$ cat src/rtl/mips_multicycle_core.sv
// Multi-cycle MIPS core: one shared instruction/data memory port with a req/ready
// handshake, internal 32-entry register file, ALU and a Moore control FSM.
module mips_multicycle_core #(
    parameter int              XLEN     = 32,
    parameter int              ADDR_W   = 32,
    parameter logic [XLEN-1:0] RESET_PC = '0
) (
    input  logic              clk,
    input  logic              reset,
    output logic              mem_req,
    output logic              mem_we,
    output logic [ADDR_W-1:0] mem_addr,
    output logic [XLEN-1:0]   mem_wdata,
    input  logic [XLEN-1:0]   mem_rdata,
    input  logic              mem_ready,
    output logic [XLEN-1:0]   pc,
    output logic              retire,
    output logic              halted
);
    typedef enum logic [3:0] {
        S_FETCH, S_DECODE, S_EXEC, S_MEMADR, S_MEMRD, S_MEMWR,
        S_MEMWB, S_ALUWB, S_BRANCH, S_JUMP, S_HALT
    } state_t;

    localparam logic [5:0] OP_RTYPE = 6'h00, OP_J  = 6'h02, OP_BEQ = 6'h04,
                           OP_ADDI  = 6'h08, OP_LW = 6'h23, OP_SW  = 6'h2B;

    state_t          state_q, state_d;
    logic [XLEN-1:0] pc_q, pc_d, a_q, a_d, b_q, b_d, alu_q, alu_d, mdr_q, mdr_d;
    logic [31:0]     ir_q, ir_d;
    logic [XLEN-1:0] rf_q [32];

    logic            rf_we;
    logic [4:0]      rf_wa;
    logic [XLEN-1:0] rf_wd;

    logic [5:0]      op, funct;
    logic [4:0]      rs, rt, rd;
    logic [XLEN-1:0] imm_sext, r_res, addr_full;
    logic            funct_ok, xfer, unused_shamt;

    assign op           = ir_q[31:26];
    assign rs           = ir_q[25:21];
    assign rt           = ir_q[20:16];
    assign rd           = ir_q[15:11];
    assign funct        = ir_q[5:0];
    assign imm_sext     = {{(XLEN-16){ir_q[15]}}, ir_q[15:0]};
    assign unused_shamt = ^ir_q[10:6];

    always_comb begin
        r_res    = '0;
        funct_ok = 1'b1;
        case (funct)
            6'h20:   r_res = a_q + b_q;
            6'h22:   r_res = a_q - b_q;
            6'h24:   r_res = a_q & b_q;
            6'h25:   r_res = a_q | b_q;
            6'h2A:   r_res = {{(XLEN-1){1'b0}}, $signed(a_q) < $signed(b_q)};
            default: funct_ok = 1'b0;
        endcase
    end

    // Request is a pure decode of state, gated by reset so it drops at once.
    assign mem_req   = ~reset & (state_q == S_FETCH || state_q == S_MEMRD || state_q == S_MEMWR);
    assign mem_we    = (state_q == S_MEMWR);
    assign addr_full = (state_q == S_FETCH) ? pc_q : alu_q;
    assign mem_addr  = addr_full[ADDR_W-1:0];
    assign mem_wdata = b_q;
    assign xfer      = mem_req & mem_ready;
    assign pc        = pc_q;
    assign halted    = (state_q == S_HALT);
    assign retire    = (state_q == S_ALUWB) || (state_q == S_MEMWB) || (state_q == S_BRANCH) ||
                       (state_q == S_JUMP) || (state_q == S_MEMWR && xfer);

    always_comb begin
        state_d = state_q;
        pc_d    = pc_q;
        ir_d    = ir_q;
        a_d     = a_q;
        b_d     = b_q;
        alu_d   = alu_q;
        mdr_d   = mdr_q;
        rf_we   = 1'b0;
        rf_wa   = rt;
        rf_wd   = alu_q;
        case (state_q)
            S_FETCH: if (xfer) begin
                ir_d    = mem_rdata[31:0];
                pc_d    = pc_q + XLEN'(32'd4);
                state_d = S_DECODE;
            end
            S_DECODE: begin
                a_d   = rf_q[rs];
                b_d   = rf_q[rt];
                alu_d = pc_q + (imm_sext << 2);
                case (op)
                    OP_RTYPE:     state_d = funct_ok ? S_EXEC : S_HALT;
                    OP_ADDI:      state_d = S_EXEC;
                    OP_LW, OP_SW: state_d = S_MEMADR;
                    OP_BEQ:       state_d = S_BRANCH;
                    OP_J:         state_d = S_JUMP;
                    default:      state_d = S_HALT;
                endcase
            end
            S_EXEC: begin
                alu_d   = (op == OP_RTYPE) ? r_res : a_q + imm_sext;
                state_d = S_ALUWB;
            end
            S_ALUWB: begin
                rf_we   = 1'b1;
                rf_wa   = (op == OP_RTYPE) ? rd : rt;
                state_d = S_FETCH;
            end
            S_MEMADR: begin
                alu_d   = a_q + imm_sext;
                state_d = (op == OP_LW) ? S_MEMRD : S_MEMWR;
            end
            S_MEMRD: if (xfer) begin
                mdr_d   = mem_rdata;
                state_d = S_MEMWB;
            end
            S_MEMWB: begin
                rf_we   = 1'b1;
                rf_wd   = mdr_q;
                state_d = S_FETCH;
            end
            S_MEMWR: if (xfer) state_d = S_FETCH;
            S_BRANCH: begin
                if (a_q == b_q) pc_d = alu_q;
                state_d = S_FETCH;
            end
            S_JUMP: begin
                pc_d    = {pc_q[XLEN-1:28], ir_q[25:0], 2'b00};
                state_d = S_FETCH;
            end
            default: state_d = S_HALT;
        endcase
    end

    always_ff @(posedge clk or posedge reset) begin
        if (reset) begin
            state_q <= S_FETCH;
            pc_q    <= RESET_PC;
            ir_q    <= '0;
            a_q     <= '0;
            b_q     <= '0;
            alu_q   <= '0;
            mdr_q   <= '0;
            for (int i = 0; i < 32; i++) rf_q[i] <= '0;
        end else begin
            state_q <= state_d;
            pc_q    <= pc_d;
            ir_q    <= ir_d;
            a_q     <= a_d;
            b_q     <= b_d;
            alu_q   <= alu_d;
            mdr_q   <= mdr_d;
            // R0 is never written, so it always reads back as zero.
            if (rf_we && rf_wa != 5'd0) rf_q[rf_wa] <= rf_wd;
        end
    end
endmodule

$ cat config.mk
export PLATFORM = sky130hd
export DESIGN_NAME = mips_multicycle_core
export DESIGN_NICKNAME = d
export VERILOG_FILES = /design/src/rtl/mips_multicycle_core.sv
export SDC_FILE = /design/constraint.sdc
export NUM_CORES = 2
export LEC_CHECK = 0
export BUFFER_PORTS_ARGS = -buffer_cell sky130_fd_sc_hd__buf_4
export CORE_ASPECT_RATIO = 0.7
export CORE_MARGIN = 2
export CORE_UTILIZATION = 30
export CTS_CLUSTER_DIAMETER = 60
export CTS_CLUSTER_SIZE = 12
export DETAILED_ROUTE_END_ITERATION = 10
export PLACE_DENSITY = 0.54
export SYNTH_ARGS = -nofsm -noshare
export SYNTH_HDL_FRONTEND = slang
export SYNTH_SLANG_ARGS = --single-unit
$ cat constraint.sdc
create_clock -name clk -period 42.1 [get_ports clk]
set_input_delay 2.105 -clock clk [delete_from_list [all_inputs] [get_ports clk]]
set_output_delay 2.105 -clock clk [all_outputs]
set_load 0.05 [all_outputs]
==> summary.txt <==
Timing
  – Worst Tran Pin Value: approximately 1.4 ns
  – Fin. max-slew vios: 0
  – Sum Neg Setup Slack: 0 ns
  – Max Fclk: 169.0 MHz
  – Final setup fails: 0
  – Slew HR: 0.09242
  – RSZ-0062 raised after global routing: no
  – Worst hold slack: between 0.3 and 0.4 ns
  – Min Tclk post-route: a little under 6 ns
  – Clock skew: ~0.038 ns
  – Fin crit share: 0.1406
  – Final Hold Viols: 0

CTS
  – Clock transition at path regs: 0.06 ns
  – Root Buffer: clkbuf_16
  – Clock insertion delay at the later pin of the skew report: about 0.75 ns
  – CTS Buf Count: 115
  – Sink Count: 1220
  – Post-CTS Resized: 0
  – CTS H-tree lvls: 3
  – Post-CTS Hold Fix Bufs: 0
  – Clock Path Buffers: 3
  – Post-CTS Setup Inserts: 0
  – CTS tree: done

Hold path
  – Worst Hold Depth: 0
  – Worst hold path class: reg -> reg
  – Min-Delay Startpoint: rf_q[1005]
  – Hold Path End: rf_q[1005]

Critical path
  – Worst r2r dst: a_q[6]
  – Crit path DAT: 6.47 ns
  – Max incr delay on CP: 0.85 ns
  – Worst Path Max Fanout: 55
  – Crit path required time: 42.65 ns
  – Cells on worst reg2reg path: 9
  – Buffers and inverters on the worst path: 5
  – Critical Path, Cell by Cell: buf_4 -> buf_4 -> buf_4 -> buf_4 -> buf_4 -> mux4_2 -> mux4_2 -> mux2i_1 -> o21ai_0
  – Most used cell, CP: buf_4
  – Critical Path Source Type: flip-flop
  – CP Capture Type: flip-flop
  – Worst path slowest cell: dfrtp_4
  – Reg2reg start: ir_q[22]
  – R2R Setup Slk: 36.18 ns
  – Top delay family on crit path: buffers and inverters
  – Setup CP Type: reg -> reg

Yosys
  – Synth top cells by count: 1220 x dfrtp_1, 728 x a21oi_1, 723 x nor2_1
  – Top cell type's share of synthesized area: 0.4453
  – #FFs+latches synth: 1220
  – Post-Synth Adder-Cell Area: 0.02982
  – Mapped cell area: just under 70000 sq um
  – Post-Syn Nets: 6496
  – Yosys cell types: 90
  – Largest area contributor in the netlist: dfrtp_1
  – Top FF cell, synth: dfrtp_1
  – Seq/Total Area, Yosys: 0.4453
  – XOR/XNOR Fraction of Synth Area: 0.009965
  – Post-synth EDFFs: 0
  – Post-synthesis mux area share: 0.2416
  – Most frequent cell after synthesis: dfrtp_1
  – Yosys warnings: 0
  – Post-synthesis compound-gate area fraction: 0.1382
  – Dominant cells by area after synthesis: dfrtp_1 45%, mux4_2 21%, a21oi_1 5.3%, o21ai_0 4.4%, nor2_1 4.0%
  – Post-Synth Simple-Gate Area: 0.09507
  – Main combinational cell family by area after synthesis: multiplexers
  – Synth async-reset ratio: 1.000
  – Syn Inst Count: 6300
  – Average cell area after synthesis: 10.88 sq um

Drt
  – Via Count: 51.69k
  – Antenna-violating nets left: 0
  – Router iterations before antenna repair: 9
  – Drt wl/cell: 25.75 um
  – Iteration-0 DRC Markers: 5849
  – Vias per cell: ~5.6
  – Number of remaining DRC errors: 0
  – Routed WL: 236.1 mm

Global routing
  – GRT Total Usage: 0.2010
  – First-pass GRT wire length: approximately 350 mm
  – Vias in the first global route: 49.68k
  – Largest net degree at the start of global routing: 191
  – Total grt overflow: 0
  – Initial antenna violation count: 3

Power and ir drop
  – Worst vdd ir: 42.51 uV
  – Lkg Pwr: 0.03147 uW
  – Sequential Power Share: 0.356
  – Sw frac: 0.4280
  – Internal: 2804 uW
  – Pwr/cell area: between 60 and 70 nW/um^2
  – Clk pwr share: 0.198
  – Sw power: 2099 uW
  – Logic pwr share: 0.446
  – Power Total: just under 5000 uW

Final layout
  – Ratio of cells with drive above 1 in the final layout: 0.2033
  – Area delta synth->final: 10.51%
  – Finished Core Util: 0.3342
  – NumNets Final: 6308

Placement
  – Hpwl dp: 148.8 mm
  – Gpl congestion: between 0.9 and 1
  – PortBufs: 134

Floorplan
  – Ports: 135
  – Rows: between 100 and 150
  – Starting Density: 0.3024
  – Die Ht: 403.9 um
  – Die ar.: roughly 230000 sq um
  – Core Region: ~230000 sq um
  – Die W: ~580 um

Outcome
  – Status: completed

Job
  – Total of max-cap violations: 0
sequential cells by signal, summed over array words and instances, names as in the netlist:
| signal | cells |
|---|---|
| a_q | 32 |
| rf_q | 1024 |
| state_q | 4 |
| mem_wdata | 32 |
| ir_q | 32 |
| mdr_q | 32 |
| alu_q | 32 |
| pc | 32 |
worst register-to-register path: cells and delay by family, from the launching register on:
family	cells	cell delay, ns
buf+inv	5	3.65
mux	3	1.12
compound gates	1	0.11
flops	1	0.85
through the flow:
step | instance area [sq um] | std cells | worst slack [ns]
4_1_cts | 75750 | 9168 | 36.07
3_3_place_gp | 72580 | 9029 | 36.13
2_1_floorplan | 68550 | 6300 | 5.602
5_1_grt | 75750 | 9169 | 35.68
3_5_place_dp | 72580 | 9029 | 36.09
6_report | 75760 | 9170 | 36.18
per-layer routing:
layer,vias up,track usage,routed length [um]
li1,22556,-,-
met1,26570,0.2981,107400
met2,2207,0.2984,102900
met3,360,0.04072,19390
met4,0,0.05142,6471
met5,-,0,0
layout make-up:
cell class,instances,area (sq um)
fillers,22464,150900
multi-input cells,4385,35670
flip-flops and latches,1220,30560
well taps,3034,3796
clock buffers,128,3009
repair buffers,269,2082
inverters,121,467.9
clock inverters,11,160.2
diodes,2,5.005
power groups by stage:
| stage | logic [uW] | registers [uW] | clock network, uW |
|---|---|---|---|
| after global placement | 2140 | 1750 | 0 |
| final | 2190 | 1750 | 970 |
| after global routing | 2350 | 1770 | 1040 |
| after detailed placement | 2160 | 1750 | 0 |
| after CTS | 2170 | 1740 | 988 |
| after floorplan | 1550 | 1660 | 0 |
worst max-delay path by stage:
stage | from | endpoint | slack [ns] | depth (start not counted)
after floorplan | reset | a_q[0] | 5.60 | 1
after global placement | ir_q[16] | mem_wdata[21] | 36.13 | 8
after detailed placement | ir_q[16] | mem_wdata[21] | 36.09 | 8
after CTS | ir_q[16] | mem_wdata[21] | 36.07 | 8
after global routing | ir_q[16] | mem_wdata[29] | 35.68 | 8
final | ir_q[22] | a_q[6] | 36.18 | 9
cells by family after synthesis:
| kind of cell | count (synthesis) |
|---|---|
| multiplexers | 842 |
| XOR/XNOR | 78 |
| AND/OR/NAND/NOR | 1592 |
| adder cells (fa/ha/maj) | 161 |
| AO/OA/AOI/OAI | 1712 |
| flip-flops | 1220 |
| buffers and inverters | 695 |
placed cells by master, fill, tap and decap left out, drive strengths merged, types with 15 or more instances in the layout:
master / netlist / routed
inv: 121 / 125
nand2: 635 / 635
o21ai: 683 / 683
clkbuf: 425 / 128
xnor2: 49 / 49
and3: 30 / 30
xor2: 29 / 29
nor2: 737 / 737
nor2b: 16 / 16
dfrtp: 1220 / 1220
nand3: 35 / 35
o22ai: 26 / 26
and2: 16 / 16
a211oi: 25 / 25
a21o: 29 / 29
nor3: 42 / 42
o21bai: 18 / 18
a31oi: 35 / 35
nor4: 15 / 15
mux2i: 105 / 105
a221oi: 26 / 26
mux4: 640 / 640
ha: 157 / 157
buf: 149 / 269
nand2b: 17 / 17
mux2: 97 / 97
a21oi: 730 / 730
Note: power is estimated with default switching activity, not from simulation.
